===== src/rtl/gcd_arb_pkg.sv =====
// gcd_arb_pkg
// Shared types and constants for the GCD arbiter slice.
//   arb_state_e : arbiter FSM encoding (2 bits)
//   OPND_W_DEF  : default GCD operand / result width
//   STAT_W      : width of the optional statistics counters
//   slice_off() : bit offset of a requester's packed {a,b} message
package gcd_arb_pkg;

  typedef enum logic [1:0] {
    IDLE      = 2'd0,
    ISSUE     = 2'd1,
    WAIT_RESP = 2'd2,
    RETURN    = 2'd3
  } arb_state_e;

  localparam int OPND_W_DEF = 16;
  localparam int STAT_W     = 32;

  // Offset of requester idx's message inside the packed request bus.
  function automatic int unsigned slice_off(input int unsigned idx,
                                            input int unsigned msg_w);
    return idx * msg_w;
  endfunction

endpackage


===== src/rtl/rr_picker.sv =====
// rr_picker
// Combinational round-robin priority picker. Searches req_i starting at
// last_grant_i + 1 and wrapping modulo NUM_REQ; the first set bit wins.
// Ports:
//   req_i         in  NUM_REQ  request vector
//   last_grant_i  in  IDX_W    index of the previous grant
//   grant_valid_o out 1        at least one request is set
//   grant_idx_o   out IDX_W    winning index (0 when grant_valid_o is 0)
module rr_picker #(
  parameter  int NUM_REQ = 4,
  localparam int IDX_W   = $clog2(NUM_REQ)
) (
  input  logic [NUM_REQ-1:0] req_i,
  input  logic [IDX_W-1:0]   last_grant_i,
  output logic               grant_valid_o,
  output logic [IDX_W-1:0]   grant_idx_o
);

  // Rotating first-one search; k = NUM_REQ revisits last_grant itself last.
  always_comb begin
    int             cand_int;
    logic [IDX_W-1:0] cand;
    grant_valid_o = 1'b0;
    grant_idx_o   = '0;
    cand_int      = 0;
    cand          = '0;
    for (int k = 1; k <= NUM_REQ; k++) begin
      cand_int = (int'(last_grant_i) + k) % NUM_REQ;
      cand     = cand_int[IDX_W-1:0];
      if (!grant_valid_o && req_i[cand]) begin
        grant_valid_o = 1'b1;
        grant_idx_o   = cand;
      end else begin
        grant_valid_o = grant_valid_o;
      end
    end
  end

endmodule


===== src/rtl/gcd_arbiter.sv =====
// gcd_arbiter
// Shares a single non-pipelined GcdUnit between NUM_REQ requesters using
// round-robin arbitration with one transaction in flight. The owner of each
// transaction is recorded and the response is returned to that channel only.
// Optional statistics counters are enabled by defining GCD_ARB_STATS_EN;
// without it stat_done / stat_busy are tied to 0 and no counters exist.
// Ports:
//   wb_clk_i, wb_rst_ni          clock, asynchronous active-low reset
//   req_val/req_rdy/req_msg      per-requester request channel ({a,b} packed)
//   resp_val/resp_rdy/resp_msg   per-requester response, shared result bus
//   gcd_req_*/gcd_resp_*         val/rdy link to the GcdUnit
//   busy                         FSM not in IDLE
//   stat_done, stat_busy         completed transactions / busy cycles
module gcd_arbiter
  import gcd_arb_pkg::*;
#(
  parameter int NUM_REQ = 4,
  parameter int OPND_W  = OPND_W_DEF
) (
  input  logic                        wb_clk_i,
  input  logic                        wb_rst_ni,
  input  logic [NUM_REQ-1:0]          req_val,
  output logic [NUM_REQ-1:0]          req_rdy,
  input  logic [NUM_REQ*2*OPND_W-1:0] req_msg,
  output logic [NUM_REQ-1:0]          resp_val,
  input  logic [NUM_REQ-1:0]          resp_rdy,
  output logic [OPND_W-1:0]           resp_msg,
  output logic                        gcd_req_val,
  input  logic                        gcd_req_rdy,
  output logic [2*OPND_W-1:0]         gcd_req_msg,
  input  logic                        gcd_resp_val,
  output logic                        gcd_resp_rdy,
  input  logic [OPND_W-1:0]           gcd_resp_msg,
  output logic                        busy,
  output logic [STAT_W-1:0]           stat_done,
  output logic [STAT_W-1:0]           stat_busy
);

  localparam int IDX_W = $clog2(NUM_REQ);
  localparam int MSG_W = 2 * OPND_W;
  localparam int OFF_W = $clog2(NUM_REQ * MSG_W);

  arb_state_e         state_q, state_d;
  logic [IDX_W-1:0]   owner_q, owner_d;
  logic [IDX_W-1:0]   last_grant_q, last_grant_d;
  logic [MSG_W-1:0]   msg_q, msg_d;
  logic [OPND_W-1:0]  res_q, res_d;

  logic               grant_valid_s;
  logic [IDX_W-1:0]   grant_idx_s;
  logic [OFF_W-1:0]   grant_off_s;

  rr_picker #(
    .NUM_REQ (NUM_REQ)
  ) u_picker (
    .req_i         (req_val),
    .last_grant_i  (last_grant_q),
    .grant_valid_o (grant_valid_s),
    .grant_idx_o   (grant_idx_s)
  );

  assign grant_off_s = OFF_W'(slice_off(32'(grant_idx_s), 32'(MSG_W)));

  // State and datapath registers; last_grant starts at NUM_REQ-1 so requester 0 wins first.
  always_ff @(posedge wb_clk_i or negedge wb_rst_ni) begin
    if (!wb_rst_ni) begin
      state_q      <= IDLE;
      owner_q      <= '0;
      last_grant_q <= IDX_W'(NUM_REQ - 1);
      msg_q        <= '0;
      res_q        <= '0;
    end else begin
      state_q      <= state_d;
      owner_q      <= owner_d;
      last_grant_q <= last_grant_d;
      msg_q        <= msg_d;
      res_q        <= res_d;
    end
  end

  // Next-state and handshake decode.
  always_comb begin
    state_d      = state_q;
    owner_d      = owner_q;
    last_grant_d = last_grant_q;
    msg_d        = msg_q;
    res_d        = res_q;
    req_rdy      = '0;
    resp_val     = '0;
    gcd_req_val  = 1'b0;
    gcd_resp_rdy = 1'b0;
    case (state_q)
      IDLE: begin
        // Gated by reset so no request is acknowledged while reset is held.
        if (grant_valid_s && wb_rst_ni) begin
          req_rdy[grant_idx_s] = 1'b1;
          owner_d              = grant_idx_s;
          msg_d                = req_msg[grant_off_s +: MSG_W];
          state_d              = ISSUE;
        end else begin
          state_d = IDLE;
        end
      end
      ISSUE: begin
        gcd_req_val = 1'b1;
        if (gcd_req_rdy) begin
          state_d = WAIT_RESP;
        end else begin
          state_d = ISSUE;
        end
      end
      WAIT_RESP: begin
        gcd_resp_rdy = 1'b1;
        if (gcd_resp_val) begin
          res_d   = gcd_resp_msg;
          state_d = RETURN;
        end else begin
          state_d = WAIT_RESP;
        end
      end
      RETURN: begin
        resp_val[owner_q] = 1'b1;
        // Arbitration resumes only in the following cycle (no bypass).
        if (resp_rdy[owner_q]) begin
          last_grant_d = owner_q;
          state_d      = IDLE;
        end else begin
          state_d = RETURN;
        end
      end
      default: begin
        state_d = IDLE;
      end
    endcase
  end

  assign gcd_req_msg = msg_q;
  assign resp_msg    = res_q;
  assign busy        = (state_q != IDLE);

`ifdef GCD_ARB_STATS_EN
  logic              done_s;
  logic [STAT_W-1:0] stat_done_q;
  logic [STAT_W-1:0] stat_busy_q;

  assign done_s = (state_q == RETURN) && resp_rdy[owner_q];

  // Wrapping statistics counters.
  always_ff @(posedge wb_clk_i or negedge wb_rst_ni) begin
    if (!wb_rst_ni) begin
      stat_done_q <= '0;
      stat_busy_q <= '0;
    end else begin
      if (done_s) begin
        stat_done_q <= stat_done_q + STAT_W'(1);
      end
      if (busy) begin
        stat_busy_q <= stat_busy_q + STAT_W'(1);
      end
    end
  end

  assign stat_done = stat_done_q;
  assign stat_busy = stat_busy_q;
`else
  assign stat_done = '0;
  assign stat_busy = '0;
`endif

endmodule


===== config.mk =====
export PLATFORM = sky130hd
export DESIGN_NAME = gcd_arbiter
export DESIGN_NICKNAME = d
export VERILOG_FILES = /design/src/rtl/gcd_arb_pkg.sv /design/src/rtl/rr_picker.sv /design/src/rtl/gcd_arbiter.sv
export SDC_FILE = /design/constraint.sdc
export NUM_CORES = 1
export LEC_CHECK = 0
export CAP_MARGIN = 20
export CORE_ASPECT_RATIO = 1.1
export CORE_MARGIN = 3
export CORE_UTILIZATION = 36
export CTS_BUF_LIST = sky130_fd_sc_hd__clkbuf_8
export DETAILED_ROUTE_END_ITERATION = 16
export PLACE_DENSITY = 0.83
export SYNTH_ARGS = -nofsm -noshare
export SYNTH_HDL_FRONTEND = slang
export SYNTH_SLANG_ARGS = --single-unit

===== constraint.sdc =====
create_clock -name wb_clk_i -period 2.9 [get_ports wb_clk_i]
set_input_delay 0.725 -clock wb_clk_i [delete_from_list [all_inputs] [get_ports wb_clk_i]]
set_output_delay 0.725 -clock wb_clk_i [all_outputs]
set_load 0.01 [all_outputs]

==> impl_metrics.ini, run 1 <==
[worst_hold_path]
hold_path_class = reg2reg

[routing]
wl_um = 12700
drt_pass1_iterations = 4
ant_nets = 0
vias = 3582
drc = 0
dr.first_iter.drc_count = 60
wl_per_cell_um = 17.3
viasPerCell = 4.88

[sta]
max_freq_ghz = 0.355
maxSlewHeadroom_pct = 53.0
rsz0062_at_grt = no
fin_skew_ps = 8.06
slew_viol_final = 0
timing.setup.tns_ps = 0
hold_violations = 0
period_share_pct = 97.3
tightest_slew_ps = 705
hold_slack_ps = 518
finalSetupViolCount = 0
min_period_ps = 2820

[cells_and_area]
register_area_mm2 = 0.00135
multi_input_area_mm2 = 0.00221
drive_above_1_share_pct = 22.0
antennaDiodeCount = 0
finalNetCount = 746
syn2layout_area_growth_pct = 57.1
nFillCells = 907

[global_routing]
grt_max_degree = 56
grt_pass1_wl_um = 19500
grt_pass1_vias = 3823
gr-total-overflow = 0
grt_util_all_layers_pct = 20.2
antenna_found_initial = 0

[pwr]
power_density_mw_per_mm2 = 767
vdd.ir_drop.worst_mv = 0.414
leakage_nw = 2.48

[place]
gp_congestion = 0.791
hpwlAfterDp_um = 10000
io_buffers = 214

[synthesis]
ys_seq_elements = 54
synth_area_mm2 = 0.00395
synthesis.instances = 371
synth-compound-area-share_pct = 22.4
synth_top_family_by_area = compound AO/OA/AOI/OAI gates
ys_seq_area_share_pct = 34.3
synthAdderAreaFrac_pct = 0
avgSynthCellArea_um2 = 10.6
synthXorXnorAreaFrac_pct = 0
synth.distinct_cells = 35
yosys.area_share.simple_pct = 12.3
synthMuxAreaShare_pct = 13.8
yosysWarnings = 0

[floorplan]
coreArea_mm2 = 0.0105
ios = 279
dieHeight_um = 116
dieArea_mm2 = 0.0123
rows = 39
die_x_um = 106
start_util_pct = 37.5

[clock_tree]
cts_buffers = 5
cts_buffer_depth = 2
cts_root_buf = clkbuf_8
clkLatencyLatePin_ps = 310
cts_max_level = 2
cts_tree = built
cts_sinks = 54
cts_hold_buf = 0
clk_pin_slew_ps = 110

[critical_path]
worst_ep_required_time_ps = 2170
crit_slowest_cell = a2111o_2
startpoint_type = primary input
slowest_delay_ps = 500
path_class = in2out
cp_max_fo = 3
crit_chain = clkdlybuf4s15_1 > or2_4 > a22o_1 > a2111o_2 > nor2_1 > buf_2
rrSetupSlack_ps = 420
cp_top_family = compound AO/OA/AOI/OAI gates
arrival_ps = 2100
worstSetupEndpointType = output pin
path_buf_inv = 2

[status]
status = complete, no violations

[job]
maxCapViolCount = 0
## metal layers
metal | track usage (%) | vias to the layer above | wire length, um
li1 | - | 1644 | -
met1 | 21.3 | 1740 | 4500
met2 | 38.5 | 174 | 6870
met3 | 5.96 | 24 | 1020
met4 | 6.56 | 0 | 328
met5 | 0 | - | 0
## what timing repair did
item,CTS,global route
pin swaps,3,5
gates resized for setup,25,7
endpoints found under the setup margin,4,3
setup buffers,1,1
## synthesized netlist by cell type
library cell  number  share of area (%)
nor2_4             1               0.29
nand2_1            4               0.38
o311ai_0           1               0.22
dfrtp_1           52                 33
mux2i_1           33                8.4
inv_1              5               0.48
a211oi_1          10                1.9
nor2_1            41                3.9
dfstp_2            2                1.3
a211oi_2          55                 17
buf_6              6                1.7
a21oi_2            1               0.22
or2_4              1               0.22
clkbuf_1          11                1.0
nor3_1             4               0.51
o21ai_0            2               0.25
nor2b_1            1               0.16
o22ai_2            1               0.32
or2_1              1               0.16
a21oi_1            2               0.25
clkbuf_2           1               0.13
o311a_1            1               0.25
a21bo_2            1               0.25
buf_4             69                 13
mux4_2             1               0.57
o211ai_1           1               0.19
conb_1             1              0.095
nand2b_1           2               0.32
a22o_1             2               0.44
o311ai_2           1               0.41
mux2_2            17                4.8
buf_2              5               0.63
a2111o_1           1               0.29
nand3_1            2               0.25
nor3b_1           32                6.1
## logic make-up (layout without fill, tap and decap cells)
kind of cell | Yosys count | count (layout)
AO/OA/AOI/OAI | 79 | 79
buffers and inverters | 97 | 254
flip-flops | 54 | 54
AND/OR/NAND/NOR | 89 | 89
other | 1 | 64
multiplexers | 51 | 51
## metrics by stage
stage / std cells / util, % / setup WS (ps) / cell area, um^2 / power, mW
2_1_floorplan: 434 / - / 172 / 4180 / 2.96
3_3_place_gp: 723 / 57.5 / -572 / 6060 / 4.20
3_5_place_dp: 724 / 57.7 / -585 / 6080 / 4.31
4_1_cts: 733 / 58.8 / 27.6 / 6190 / 4.80
5_1_grt: 734 / 58.8 / 16.7 / 6200 / 5.06
6_report: 734 / 58.8 / 79.7 / 6200 / 4.75
## worst paths after layout
check,start,endpoint,depth (start not counted)
min,resp_msg[5],resp_msg[5],1
min in group asynchronous,wb_rst_ni,gcd_req_msg[12],2
max in group asynchronous,wb_rst_ni,gcd_req_msg[27],2
min reg2reg,resp_msg[5],resp_msg[5],1
max,req_val[0],req_rdy[2],6
max reg2reg,last_grant_q[1],gcd_req_msg[21],7
## cell type report
type,instances,area share (%)
repair buffers,241,37.7
multi-input cells,283,35.7
flip-flops and latches,54,21.8
well taps,143,2.89
clock buffers,5,1.11
clock inverters,3,0.464
inverters,5,0.303
## sequential cells by signal, indices dropped and copies added (netlist names)
| name | count |
|---|---|
| gcd_req_msg | 32 |
| resp_msg | 16 |
| last_grant_q | 2 |
| owner_q | 2 |
| state_q | 2 |
## report_power, final
| group | total, mW | internal, mW | switching (mW) | leakage, nW |
|---|---|---|---|---|
| logic | 2.91 | 1.53 | 1.38 | 1.82 |
| clock network | 0.458 | 0.180 | 0.279 | 0.0502 |
| registers | 1.38 | 1.14 | 0.243 | 0.610 |
## worst reg2reg max path, stage by stage, from the launching register on
cell and delay [ps]:
dfstp_2 670, mux2i_4 290, o22ai_4 100, buf_4 150, nor2_4 120, buf_4 450, mux2i_1 410, a211oi_1 130
## placed cells by master (no fill, tap or decap), drive strengths merged, types with 2 or more instances in the layout
cell and n:
nand2b 2, nor2 42, inv 6, clkinv 2
nand2 4, dfstp 2, a211oi 65, mux2 17
conb 64, mux2i 33, buf 32, clkbuf 7
a21oi 3, dfrtp 52, nor3 4, o21ai 2
o311ai 2, or2 2, a22o 2, nor3b 32
clkdlybuf4s50 205, nand3 2
Note: power is estimated with default switching activity, not from simulation.
==> run 2: changes to the inputs <==
- GPL_ROUTABILITY_DRIVEN: default -> 0
==> results of run 2 <==
No change in the layout: final DEF, timing and power equal those of run 1.
